**config.mk**
```make
export PLATFORM = sky130hd
export DESIGN_NAME = wb_arbiter_flat
export DESIGN_NICKNAME = d
export VERILOG_FILES = /design/src/rtl/wb_arbiter_pkg.sv /design/src/rtl/wb_arbiter_if.sv /design/src/rtl/wb_arbiter_fifo.sv /design/src/rtl/wb_arbiter.sv /design/src/flat_wrapper.sv
export SDC_FILE = /design/constraint.sdc
export NUM_CORES = 1
export LEC_CHECK = 0
export CORE_MARGIN = 1
export CORE_UTILIZATION = 50
export CTS_BUF_LIST = sky130_fd_sc_hd__clkbuf_4 sky130_fd_sc_hd__clkbuf_8
export CTS_CLUSTER_SIZE = 25
export DETAILED_ROUTE_END_ITERATION = 10
export PLACE_DENSITY = 0.82
export SLEW_MARGIN = 25
export SYNTH_ARGS = -nofsm -noshare
export SYNTH_HDL_FRONTEND = slang
export SYNTH_SLANG_ARGS = --single-unit
```
**constraint.sdc**
```tcl
create_clock -name clk -period 2.2 [get_ports clk]
set_input_delay 0.44 -clock clk [delete_from_list [all_inputs] [get_ports clk]]
set_output_delay 0.44 -clock clk [all_outputs]
set_load 0.01 [all_outputs]
```
**src/rtl/wb_arbiter_pkg.sv**
```systemverilog
// Shared pipeline definitions for the writeback path.
//   WB_REG_W   : register index width
//   WB_DATA_W  : register data width
//   wb_entry_t : one buffered writeback {rd, data}
package wb_arbiter_pkg;

    localparam int unsigned WB_REG_W  = 5;
    localparam int unsigned WB_DATA_W = 32;

    typedef struct packed {
        logic [WB_REG_W-1:0]  rd;
        logic [WB_DATA_W-1:0] data;
    } wb_entry_t;

endpackage

```
**src/rtl/wb_arbiter_if.sv**
```systemverilog
// Writeback arbiter bus: ALU result stream, MDU result stream,
// register-file write port and the pending-destination mask.
//   master : result producers / register file side
//   slave  : the arbiter
interface wb_arbiter_if;
    import wb_arbiter_pkg::*;

    logic                 alu_valid;
    logic [WB_REG_W-1:0]  alu_rd;
    logic [WB_DATA_W-1:0] alu_data;
    logic                 alu_stall;

    logic                 mdu_valid;
    logic                 mdu_ready;
    logic [WB_REG_W-1:0]  mdu_rd;
    logic [WB_DATA_W-1:0] mdu_data;

    logic                 reg_write;
    logic [WB_REG_W-1:0]  rd;
    logic [WB_DATA_W-1:0] write_data;
    logic [31:0]          pending;

    modport master (
        output alu_valid, alu_rd, alu_data,
        input  alu_stall,
        output mdu_valid, mdu_rd, mdu_data,
        input  mdu_ready,
        input  reg_write, rd, write_data, pending
    );

    modport slave (
        input  alu_valid, alu_rd, alu_data,
        output alu_stall,
        input  mdu_valid, mdu_rd, mdu_data,
        output mdu_ready,
        output reg_write, rd, write_data, pending
    );

endinterface

```
**src/rtl/wb_arbiter_fifo.sv**
```systemverilog
// wb_fifo: synchronous FIFO of writeback entries with count-based
// full/empty. Exposes storage and per-slot valid bits so the arbiter
// can build the pending-destination mask.
//   clk, rst_n   : clock, async active-low reset
//   push, wr     : store wr at tail (ignored when full)
//   pop          : drop head (ignored when empty)
//   head         : entry at head
//   full, empty  : occupancy flags
//   mem, valid   : raw storage and slot-valid bits
module wb_fifo
    import wb_arbiter_pkg::*;
#(
    parameter int unsigned DEPTH = 4
) (
    input  logic                   clk,
    input  logic                   rst_n,
    input  logic                   push,
    input  wb_entry_t              wr,
    input  logic                   pop,
    output wb_entry_t              head,
    output logic                   full,
    output logic                   empty,
    output wb_entry_t [DEPTH-1:0]  mem,
    output logic [DEPTH-1:0]       valid
);

    localparam int unsigned PTR_W = $clog2(DEPTH);
    localparam int unsigned CNT_W = $clog2(DEPTH + 1);
    localparam logic [CNT_W-1:0] FULL_CNT = CNT_W'(DEPTH);

    logic [PTR_W-1:0] wr_ptr;
    logic [PTR_W-1:0] rd_ptr;
    logic [CNT_W-1:0] count;
    logic             do_push;
    logic             do_pop;

    assign full    = (count == FULL_CNT);
    assign empty   = (count == '0);
    // Full blocks the push even when a pop happens in the same cycle.
    assign do_push = push && !full;
    assign do_pop  = pop && !empty;
    assign head    = mem[rd_ptr];

    always_ff @(posedge clk or negedge rst_n) begin
        if (!rst_n) begin
            wr_ptr <= '0;
            rd_ptr <= '0;
            count  <= '0;
            valid  <= '0;
            mem    <= '0;
        end else begin
            if (do_push) begin
                mem[wr_ptr]   <= wr;
                valid[wr_ptr] <= 1'b1;
                wr_ptr        <= wr_ptr + PTR_W'(1);
            end
            if (do_pop) begin
                valid[rd_ptr] <= 1'b0;
                rd_ptr        <= rd_ptr + PTR_W'(1);
            end
            case ({do_push, do_pop})
                2'b10:   count <= count + CNT_W'(1);
                2'b01:   count <= count - CNT_W'(1);
                default: count <= count;
            endcase
        end
    end

endmodule

```
**src/rtl/wb_arbiter.sv**
```systemverilog
// wb_arbiter: merges the single-cycle ALU result stream and the buffered
// MDU result stream into one registered register-file write per cycle.
// A starve counter forces the MDU queue a slot after STARVE_MAX
// consecutive ALU wins while the queue is non-empty.
//   clk, rst_n : clock, async active-low reset
//   bus        : wb_arbiter_if slave (ALU in, MDU in, write port, pending)
module wb_arbiter
    import wb_arbiter_pkg::*;
#(
    parameter int unsigned DEPTH      = 4,
    parameter int unsigned STARVE_MAX = 4
) (
    input  logic         clk,
    input  logic         rst_n,
    wb_arbiter_if.slave  bus
);

    localparam int unsigned STARVE_W = $clog2(STARVE_MAX + 1);
    localparam logic [STARVE_W-1:0] STARVE_LIM = STARVE_W'(STARVE_MAX);

    wb_entry_t              head;
    wb_entry_t [DEPTH-1:0]  mem;
    logic [DEPTH-1:0]       valid;
    logic                   full;
    logic                   empty;
    logic                   forced;
    logic                   alu_win;
    logic                   pop;
    logic [STARVE_W-1:0]    starve;
    logic [31:0]            pending_c;

    logic                   reg_write_q;
    logic [WB_REG_W-1:0]    rd_q;
    logic [WB_DATA_W-1:0]   write_data_q;

    wb_fifo #(.DEPTH(DEPTH)) u_fifo (
        .clk   (clk),
        .rst_n (rst_n),
        .push  (bus.mdu_valid),
        .wr    ({bus.mdu_rd, bus.mdu_data}),
        .pop   (pop),
        .head  (head),
        .full  (full),
        .empty (empty),
        .mem   (mem),
        .valid (valid)
    );

    assign forced  = bus.alu_valid && !empty && (starve == STARVE_LIM);
    assign alu_win = bus.alu_valid && !forced;
    assign pop     = !empty && (forced || !bus.alu_valid);

    assign bus.alu_stall  = forced;
    assign bus.mdu_ready  = !full;
    assign bus.reg_write  = reg_write_q;
    assign bus.rd         = rd_q;
    assign bus.write_data = write_data_q;
    assign bus.pending    = pending_c;

    always_comb begin
        pending_c = '0;
        for (int unsigned i = 0; i < DEPTH; i++) begin
            if (valid[i]) pending_c[mem[i].rd] = 1'b1;
        end
        pending_c[0] = 1'b0;
    end

    always_ff @(posedge clk or negedge rst_n) begin
        if (!rst_n) begin
            starve <= '0;
        end else if (pop || empty) begin
            starve <= '0;
        end else if (alu_win && starve != STARVE_LIM) begin
            starve <= starve + STARVE_W'(1);
        end
    end

    // rd/write_data hold when there is no winner; an rd=0 winner still
    // updates them but suppresses reg_write.
    always_ff @(posedge clk or negedge rst_n) begin
        if (!rst_n) begin
            reg_write_q  <= 1'b0;
            rd_q         <= '0;
            write_data_q <= '0;
        end else if (alu_win) begin
            reg_write_q  <= (bus.alu_rd != '0);
            rd_q         <= bus.alu_rd;
            write_data_q <= bus.alu_data;
        end else if (pop) begin
            reg_write_q  <= (head.rd != '0);
            rd_q         <= head.rd;
            write_data_q <= head.data;
        end else begin
            reg_write_q  <= 1'b0;
        end
    end

endmodule
```
**src/flat_wrapper.sv**
```systemverilog
// flat-port wrapper written by rule: the top's interface ports become plain ports
module wb_arbiter_flat import wb_arbiter_pkg::*;
#(
    parameter int unsigned DEPTH      = 4,
    parameter int unsigned STARVE_MAX = 4
)
  (clk, rst_n, bus_alu_valid, bus_alu_rd, bus_alu_data, bus_alu_stall, bus_mdu_valid, bus_mdu_rd, bus_mdu_data, bus_mdu_ready, bus_reg_write, bus_rd, bus_write_data, bus_pending);
  wb_arbiter_if bus_i ();
  input  logic clk;
  input  logic rst_n;
  input wire logic [$bits(bus_i.alu_valid)-1:0] bus_alu_valid;
  input wire logic [$bits(bus_i.alu_rd)-1:0] bus_alu_rd;
  input wire logic [$bits(bus_i.alu_data)-1:0] bus_alu_data;
  output wire logic [$bits(bus_i.alu_stall)-1:0] bus_alu_stall;
  input wire logic [$bits(bus_i.mdu_valid)-1:0] bus_mdu_valid;
  input wire logic [$bits(bus_i.mdu_rd)-1:0] bus_mdu_rd;
  input wire logic [$bits(bus_i.mdu_data)-1:0] bus_mdu_data;
  output wire logic [$bits(bus_i.mdu_ready)-1:0] bus_mdu_ready;
  output wire logic [$bits(bus_i.reg_write)-1:0] bus_reg_write;
  output wire logic [$bits(bus_i.rd)-1:0] bus_rd;
  output wire logic [$bits(bus_i.write_data)-1:0] bus_write_data;
  output wire logic [$bits(bus_i.pending)-1:0] bus_pending;
  assign bus_i.alu_valid = bus_alu_valid;
  assign bus_i.alu_rd = bus_alu_rd;
  assign bus_i.alu_data = bus_alu_data;
  assign bus_alu_stall = bus_i.alu_stall;
  assign bus_i.mdu_valid = bus_mdu_valid;
  assign bus_i.mdu_rd = bus_mdu_rd;
  assign bus_i.mdu_data = bus_mdu_data;
  assign bus_mdu_ready = bus_i.mdu_ready;
  assign bus_reg_write = bus_i.reg_write;
  assign bus_rd = bus_i.rd;
  assign bus_write_data = bus_i.write_data;
  assign bus_pending = bus_i.pending;
  wb_arbiter #(.DEPTH(DEPTH), .STARVE_MAX(STARVE_MAX)) u_core (.clk(clk), .rst_n(rst_n), .bus(bus_i));
endmodule
```
# == Word-level counts from Yosys, hierarchy flattened ==
# Cells that the tools add are included.
# totals
ff_bits,200
in_bits,78
output_inout_bits,72
wordCells,101
# classes
add_sub_neg,5
magnitude_cmp,12
n_eq_ne,5
n_mux,32
bitwise_logic,6
reduce_logical,25
# op_table
op,n
32-bit two-way mux,6
148-bit bitwise mux,1
32-bit bitwise OR,3
37-bit binary-select mux with 2-bit select,1
37-bit demux with 2-bit select,1
37-bit two-way mux,2
"5-bit by 6-bit < comparator with 1-bit output, second input constant",4
1-bit demux with 5-bit select,4
"5-bit by 1-bit greater-or-equal comparator with 1-bit output, second input constant",4
1-bit logical AND,13
5-bit two-way mux,2
5-bit nonzero test,2
1-bit two-way mux,8
4-bit two-way mux,2
"3-bit by 1-bit adder with 3-bit output, second input constant",2
"3-bit equality test, second input constant",2
"2-bit by 3-bit < comparator with 1-bit output, second input constant",2
3-bit two-way mux,2
3-bit one-hot mux with 2 select lines,1
2-bit nonzero test,3
"2-bit by 1-bit adder with 2-bit output, second input constant",2
4-bit bitwise AND,1
1-bit demux with 2-bit select,2
"2-bit by 1-bit greater-or-equal comparator with 1-bit output, second input constant",2
other kinds (9),13

# == Depth between registers and ports, before layout ==
# Gate-level depths: netlist of run 1.
# depth
ltp_word,11
depth_mapped,9
ltp_nobuf,9

# == Modules after synthesis ==
# From an unflattened synthesis of run 1, not the netlist that was laid out.
# hier_totals
cells_unflattened,689
area_unflattened_um2,10164.7
# modules_own_cells
mod,n_inst,cells_each,area_per_inst_um2,seq_area_each_um2
wb_fifo,1,411,7035.5,3978.8
wb_arbiter,1,278,3129.3,1026.0

# == Worst setup path after synthesis of run 1 ==
# OpenSTA, ideal clock, no wires.
# synth_timing
kind,flip-flop to flip-flop
startpoint,reg u_core.u_fifo.count[0]
endpoint,reg u_core.u_fifo.count[2]
setup_ns,0.125
t_arrival_ns,2.147
required_time_ns,2.075
setup_slack_ns,-0.072
path_stages_with_launch,9
path_buffers,1
synth_period_minus_slack_ns,2.272
path_cell_list,dfrtp_1 -> nor3_1 -> buf_2 -> a21oi_2 -> ha_1 -> fa_1 -> xnor2_1 -> nor2_1 -> xor2_1
# synth_via
elab_chain_cells,9
word_cells_on_any_way,16
classes_between,add/sub (2); eq/ne (3); mux (1); reduce/logical (10)
# synth_rtl
element,line,source
"start, declared",wb_arbiter_fifo.sv:33,logic [CNT_W-1:0] count;
"start signal, assigned",wb_arbiter_fifo.sv:62,2'b10: count <= count + CNT_W'(1);
"start signal, assigned",wb_arbiter_fifo.sv:63,2'b01: count <= count - CNT_W'(1);
"start signal, assigned",wb_arbiter_fifo.sv:64,default: count <= count;
3-bit logical NOT,wb_arbiter_fifo.sv:38,assign empty = (count == '0);
1-bit logical NOT,"wb_arbiter_fifo.sv:41, wb_arbiter.sv:49, wb_arbiter.sv:51",
1-bit logical AND (2 in a row),wb_arbiter.sv:49,assign forced = bus.alu_valid && !empty && (starve == STARVE_LIM);
1-bit logical OR,wb_arbiter.sv:51,assign pop = !empty && (forced || !bus.alu_valid);
1-bit logical AND,wb_arbiter.sv:51,
1-bit logical AND,wb_arbiter_fifo.sv:41,assign do_pop = pop && !empty;
2-bit by 1-bit equality test with 1-bit output / 2-bit equality test (equally long branches),wb_arbiter_fifo.sv:61,"case ({do_push, do_pop})"
3-bit one-hot mux with 2 select lines / 2-bit nonzero test (equally long branches),-,
# Several ways; a longest one is shown, not always the timed one.
# A chain may end at the register's enable or synchronous reset.

# == Worst setup path after layout of run 1 ==
# layout_timing
startpoint,"reg, netlist name u_core.u_fifo.mem[109]"
endpoint,out bus_pending[25]
# layout_via
elab_chain_cells,8
word_cells_on_any_way,9
classes_between,order compare (2); mux (4); bitwise (2); reduce/logical (1)
# layout_rtl
element,line,source
5-bit by 6-bit < comparator with 1-bit output (implied by the code) / 5-bit by 1-bit greater-or-equal comparator with 1-bit output (equally long branches),wb_arbiter.sv:63,if (valid[i]) pending_c[mem[i].rd] = 1'b1;
1-bit logical AND (implied by the code),wb_arbiter.sv:63,
1-bit two-way mux (implied by the code),wb_arbiter.sv:63,
1-bit demux with 5-bit select (*),-,
32-bit bitwise OR (no line) (*),-,
32-bit two-way mux (*),wb_arbiter.sv:63,
32-bit bitwise OR (no line),-,
32-bit two-way mux (*),wb_arbiter.sv:63,
"end, declared",flat_wrapper.sv:22,output wire logic [$bits(bus_i.pending)-1:0] bus_pending;
# Every way passes the cells marked *; elsewhere a longest branch is shown, timed or not.

==> metrics, run 1 <==
number of clock sinks seen by CTS 200; Design Power 0.0203 W; crit path capture type output pin; average wire length per cell after detail routing 20.6 µm; Final GP Congestion 0.946; ANT nets after route 0; violations in the final reports setup timing; Post-Synthesis Cell Area 10200 µm²; Hold Crit Class reg2reg; final global-route overflow total 0; data arrival at the endpoint of the critical path 1.95 ns; count of buffers inserted at the top-level ports 148; initial detailed-routing violation count 378; dominant cell type by area after synthesis dfrtp_1; antenna violations before repair 0; sequential fraction of the synthesis area 49.1%; placeable core region 19700 µm²; outcome finished with violations; total inserted antenna cells 0; layout cells sized above 1 54.1%; die height 145 µm; remaining design rule violation count 0; horizontal die dimension 145 µm; area enclosed by the die boundary 21000 µm²; top cell types by occurrence after synthesis dfrtp_1 (200), mux2_2 (192), mux4_2 (37); unrepaired setup endpoints after global routing true; filler cell count in the final layout 1392; Post-Syn Instances 705; startpoint type of the worst setup path flip-flop; summed area of non-filler cells in the final layout 13500 µm²; Clk Latency, worst-skew pair 0.47 ns; post-synth top area share 49.1%; maximum number of pins on one net before global-route repair 66; clk root buf clkbuf_8; via count of the first global-routing pass 7387; via/cell ratio 5.85; Core Util, Final 68.7%; clock tree from TritonCTS done; Worst Path Max Fanout 5; async set or reset register ratio after synthesis 100%; starting density of the core 51.7%; Relative slew margins 62.0%; Max VDD drop 0.880 mV; Initial DRT Pass Iterations 5; synth-to-layout area growth 32.9%; total via count after detailed routing 7183; standard cell area after detailed placement 12500 µm²; Std-Cell Rows 51; clock skew 0.0162 ns; flop and latch count out of synthesis 200; overall global routing resource usage 24.8%; WL final 25.3 mm; clock-pin transition on the worst setup and hold timing paths 0.10 ns; post-detail-place hpwl 17.2 mm; cell with the most instances after synthesis dfrtp_1; Static Leak 5.78 nW; yosys warns 0; Bufs on Longest Clock Path 2; number of nets produced by synthesis 795; count of final setup violators 29; Worst Setup Slack post-DPL -0.112 ns; H-tree Lvls 4; required time worst endpoint 1.76 ns; Final Max Slew Viols 0; first-pass GRT wire length 39.2 mm; top post-synthesis cells by area dfrtp_1 (49%), mux2_2 (21%), mux4_2 (8.2%); count of flip-flops with a built-in enable after synthesis 0; total of max-cap violations 0; distinct cell type count after synthesis 44; number of primary I/O pins 150; slew at the pin closest to its max-slew limit 0.570 ns; Setup Crit Path Kind reg2out; Final WS setup -0.188 ns; power density over the cells 1500 nW/µm²; prevailing post-synth register cell dfrtp_1; Fmax 0.419 GHz; number of nets at the end of the flow 1039; time the worst path needs with I/O delays and setup 2.39 ns; Avg Inst Size Synth 14.5 µm²; number of buffers created by CTS 17; post-route clock period utilization 109%; Hold Fails Final Rpt 0
stage by stage:
step | instances | TNS, ns | hold WS [ns]
2_1_floorplan | 705 | 0 | 0.144
3_3_place_gp | 1150 | -0.788 | 0.460
3_5_place_dp | 1150 | -1.07 | 0.478
4_1_cts | 1214 | -2.30 | 0.493
5_1_grt | 1227 | -4.39 | 0.512
6_report | 1227 | -2.62 | 0.485
what timing repair did:
action	in CTS	in global routing
resized for setup	204	31
cloned	0	1
hold endpoints to repair	60	0
hold buffers	1	0
endpoints found under the setup margin	33	63
pin swaps	27	25
setup buffers	34	12
area by class of cell:
cell class              instances  area [µm²]  share of cell area [%]
clock inverters                15         186                    1.38
flip-flops and latches        200        5020                    37.0
multi-input cells             449        5220                    38.5
well taps                     265         332                    2.45
repair buffers                272        2520                    18.6
inverters                       9        33.8                   0.249
clock buffers                  17         234                    1.73
path summary, 6_finish.rpt:
| path | start | endpoint | slack (ns) | depth (start not counted) |
|---|---|---|---|---|
| max | u_core.u_fifo.mem[109] | bus_pending[25] | -0.19 | 7 |
| min | u_core.starve[0] | u_core.starve[0] | 0.49 | 1 |
| max reg2reg | u_core.u_fifo.mem[73] | u_core.bus.reg_write | 0.12 | 6 |
| min reg2reg | u_core.starve[0] | u_core.starve[0] | 0.49 | 1 |
| max in group asynchronous | rst_n | u_core.u_fifo.rd_ptr[1] | 1.00 | 3 |
| min in group asynchronous | rst_n | u_core.bus.write_data[8] | 0.51 | 2 |
worst max-delay path: stages (launching register included):
cell and delay, ns:
dfrtp_1 0.42, buf_6 0.14, buf_6 0.12, nand3b_1 0.18, buf_6 0.14, o22ai_2 0.06, a221o_1 0.28, buf_2 0.15
kinds of logic after synthesis:
| family | Yosys count | synth area share, % |
|---|---|---|
| other | 1 | 0.0368 |
| AND/OR/NAND/NOR | 93 | 5.92 |
| adder cells (fa/ha/maj) | 12 | 1.55 |
| buffers and inverters | 56 | 3.19 |
| AO/OA/AOI/OAI | 75 | 5.93 |
| multiplexers | 262 | 33.8 |
| flip-flops | 200 | 49.1 |
| XOR/XNOR | 6 | 0.516 |
power breakdown:
group          internal, W  total [W]  switching (W)  leakage [nW]
combinational      0.00663     0.0111        0.00443          3.22
clock              0.00105    0.00245        0.00139         0.203
sequential         0.00558    0.00678        0.00120          2.36
sequential cells by signal, summed over array words and instances (netlist names):
signal and flops:
u_core.starve 3, u_core.bus.write_data 32, u_core.bus.reg_write 1, u_core.u_fifo.rd_ptr 2, u_core.u_fifo.valid 4, u_core.u_fifo.wr_ptr 2, u_core.u_fifo.count 3, u_core.u_fifo.mem 148
u_core.bus.rd 5
metal layers:
| layer | track usage, % | wire length, µm | up-vias |
|---|---|---|---|
| li1 | - | - | 3186 |
| met1 | 33.0 | 10700 | 3683 |
| met2 | 41.3 | 12700 | 266 |
| met3 | 4.67 | 1360 | 48 |
| met4 | 7.70 | 582 | 0 |
| met5 | 0 | 0 | - |
layout by cell type (no fill, tap or decap), types with 8 or more instances in the layout:
cell,synthesis,routed
a211o_1,9,9
buf_12,2,12
buf_2,12,31
buf_4,10,81
buf_6,4,30
clkbuf_8,0,18
clkdlybuf4s50_1,0,114
dfrtp_1,200,191
dfrtp_2,0,9
ha_1,11,10
inv_1,9,8
mux2_1,13,13
mux2_2,192,192
mux2_4,20,20
mux4_2,37,37
nand3_2,4,9
nand3b_1,16,16
nor2_1,15,13
o221ai_2,0,15
o22ai_2,0,9
or3b_4,0,9
(Power assumes the default switching activity.)
==> run 2, diff against run 1 <==
CAP_MARGIN = 40   (was default)
CTS_BUF_LIST = default   (was sky130_fd_sc_hd__clkbuf_4 sky130_fd_sc_hd__clkbuf_8)
==> run 2 against run 1 <==
  * The flow finishes with violations (hold timing, setup timing)
  * Combinational power hardly changed
  * Highest routed layer unchanged
  * Cell count hardly changed
  * Utilization is 1.2 points higher
==> metrics, run 2 (synthesized netlist as in run 1, its figures left out) <==
commonest non-fill, non-tap cell in the layout mux2_2; average wire length per cell after detail routing 20.8 µm; slew at the pin closest to its max-slew limit 0.563 ns; outcome finished with violations; via count of the first global-routing pass 7536; ANT nets after route 0; Hold Crit Class in2async; Clk Latency, worst-skew pair 0.43 ns; number of clock sinks seen by CTS 200; Setup Crit Path Kind reg2out; overall global routing resource usage 25.4%; Static Leak 5.87 nW; WL final 25.5 mm; starting density of the core 51.7%; maximum number of pins on one net before global-route repair 66; unrepaired setup endpoints after global routing true; layout cells sized above 1 54.4%; first-pass GRT wire length 40.0 mm; clock tree from TritonCTS done; clk root buf clkbuf_16; sequential cell area in the final layout 5020 µm²; Design Power 0.0212 W; time the worst path needs with I/O delays and setup 2.35 ns; multi-input combinational cell area 5250 µm²; antenna violations before repair 0; startpoint type of the worst setup path flip-flop; area enclosed by the die boundary 21000 µm²; crit path capture type output pin; Std-Cell Rows 51; Final GP Congestion 0.946; number of buffers created by CTS 17; die height 145 µm; placeable core region 19700 µm²; Initial DRT Pass Iterations 5; standard cell area after detailed placement 12500 µm²; hold slack -0.0140 ns; post-route clock period utilization 107%; data arrival at the endpoint of the critical path 1.91 ns; via/cell ratio 5.85; number of nets at the end of the flow 1038; required time worst endpoint 1.76 ns; initial detailed-routing violation count 484; Final Max Slew Viols 0; violations in the final reports hold timing, setup timing; Hold Fails Final Rpt 7; H-tree Lvls 4; Largest register FFs 148; number of primary I/O pins 150; clock-pin transition on the worst setup and hold timing paths 0.08 ns; power density over the cells 1540 nW/µm²; filler cell count in the final layout 1333; final global-route overflow total 0; synth-to-layout area growth 35.2%; Worst Path Max Fanout 5; total of max-cap violations 0; Fmax 0.426 GHz; total via count after detailed routing 7172; horizontal die dimension 145 µm; post-detail-place hpwl 17.2 mm; remaining design rule violation count 0; total inserted antenna cells 0; count of final setup violators 26; count of buffers inserted at the top-level ports 148; clock skew 0.00934 ns; Final WS setup -0.146 ns; Max VDD drop 0.862 mV; count of hold-fix buffers inserted at cts 0; Relative slew margins 62.1%; Bufs on Longest Clock Path 2; Total Neg Setup Slack -1.74 ns; register with the highest flop count u_core.u_fifo.mem; most frequent cells in the layout mux2_2 (192), dfrtp_1 (189), clkdlybuf4s50_1 (114); summed area of non-filler cells in the final layout 13800 µm²
==> run 2: cell type report <==
class                           instances  area share, %
Sequential cell                       200           36.4
Multi-Input combinational cell        449           38.1
Tap cell                              265           2.41
Clock buffer                           17           3.09
Clock inverter                         15           1.35
Timing Repair Buffer                  271           18.4
Inverter                                9          0.245
==> run 2: worst paths after layout <==
check / slack, ns / start / depth (start not counted) / to
max in group asynchronous: 1.54 / rst_n / 2 / u_core.u_fifo.mem[73]
min: -0.01 / rst_n / 1 / u_core.bus.write_data[8]
max: -0.15 / u_core.u_fifo.mem[109] / 7 / bus_pending[25]
min in group clk: 0.48 / u_core.starve[0] / 1 / u_core.starve[0]
max reg2reg: 0.10 / u_core.u_fifo.mem[147] / 6 / u_core.bus.reg_write
min reg2reg: 0.48 / u_core.starve[0] / 1 / u_core.starve[0]
==> run 2: worst max-delay path, cell delays in order, from the launching register on <==
cell	delay, ns
dfrtp_1	0.40
buf_6	0.13
buf_6	0.12
nand3b_1	0.19
buf_6	0.14
o22ai_2	0.06
a221o_1	0.28
buf_2	0.15
==> run 2: per-layer routing <==
metal  global-route usage, %  routed length, µm  vias up
met1                    33.0              10600     3687
met2                    42.1              12800      245
met4                    9.70                646        0
li1                        -                  -     3188
met5                       0                  0        -
met3                    4.67               1400       52
==> run 2: metrics by stage <==
step	cells	utilization [%]	setup slack, ns
floorplan	705	-	0.0327
global placement	1150	63.3	-0.0851
detailed placement	1150	63.3	-0.112
CTS	1217	68.8	-0.113
global route	1226	69.9	-0.178
finish	1226	69.9	-0.146
==> run 2: repair_timing <==
| action | CTS | global route |
|---|---|---|
| buffers inserted | 37 | 12 |
| endpoints found under the setup margin | 33 | 33 |
| pin swaps | 27 | 18 |
| resized for setup | 217 | 38 |
==> run 2: report_power, final <==
part           switching, W  leakage (nW)  internal (W)
Clock               0.00148         0.290       0.00172
Sequential          0.00124          2.36       0.00559
Combinational       0.00446          3.21       0.00671
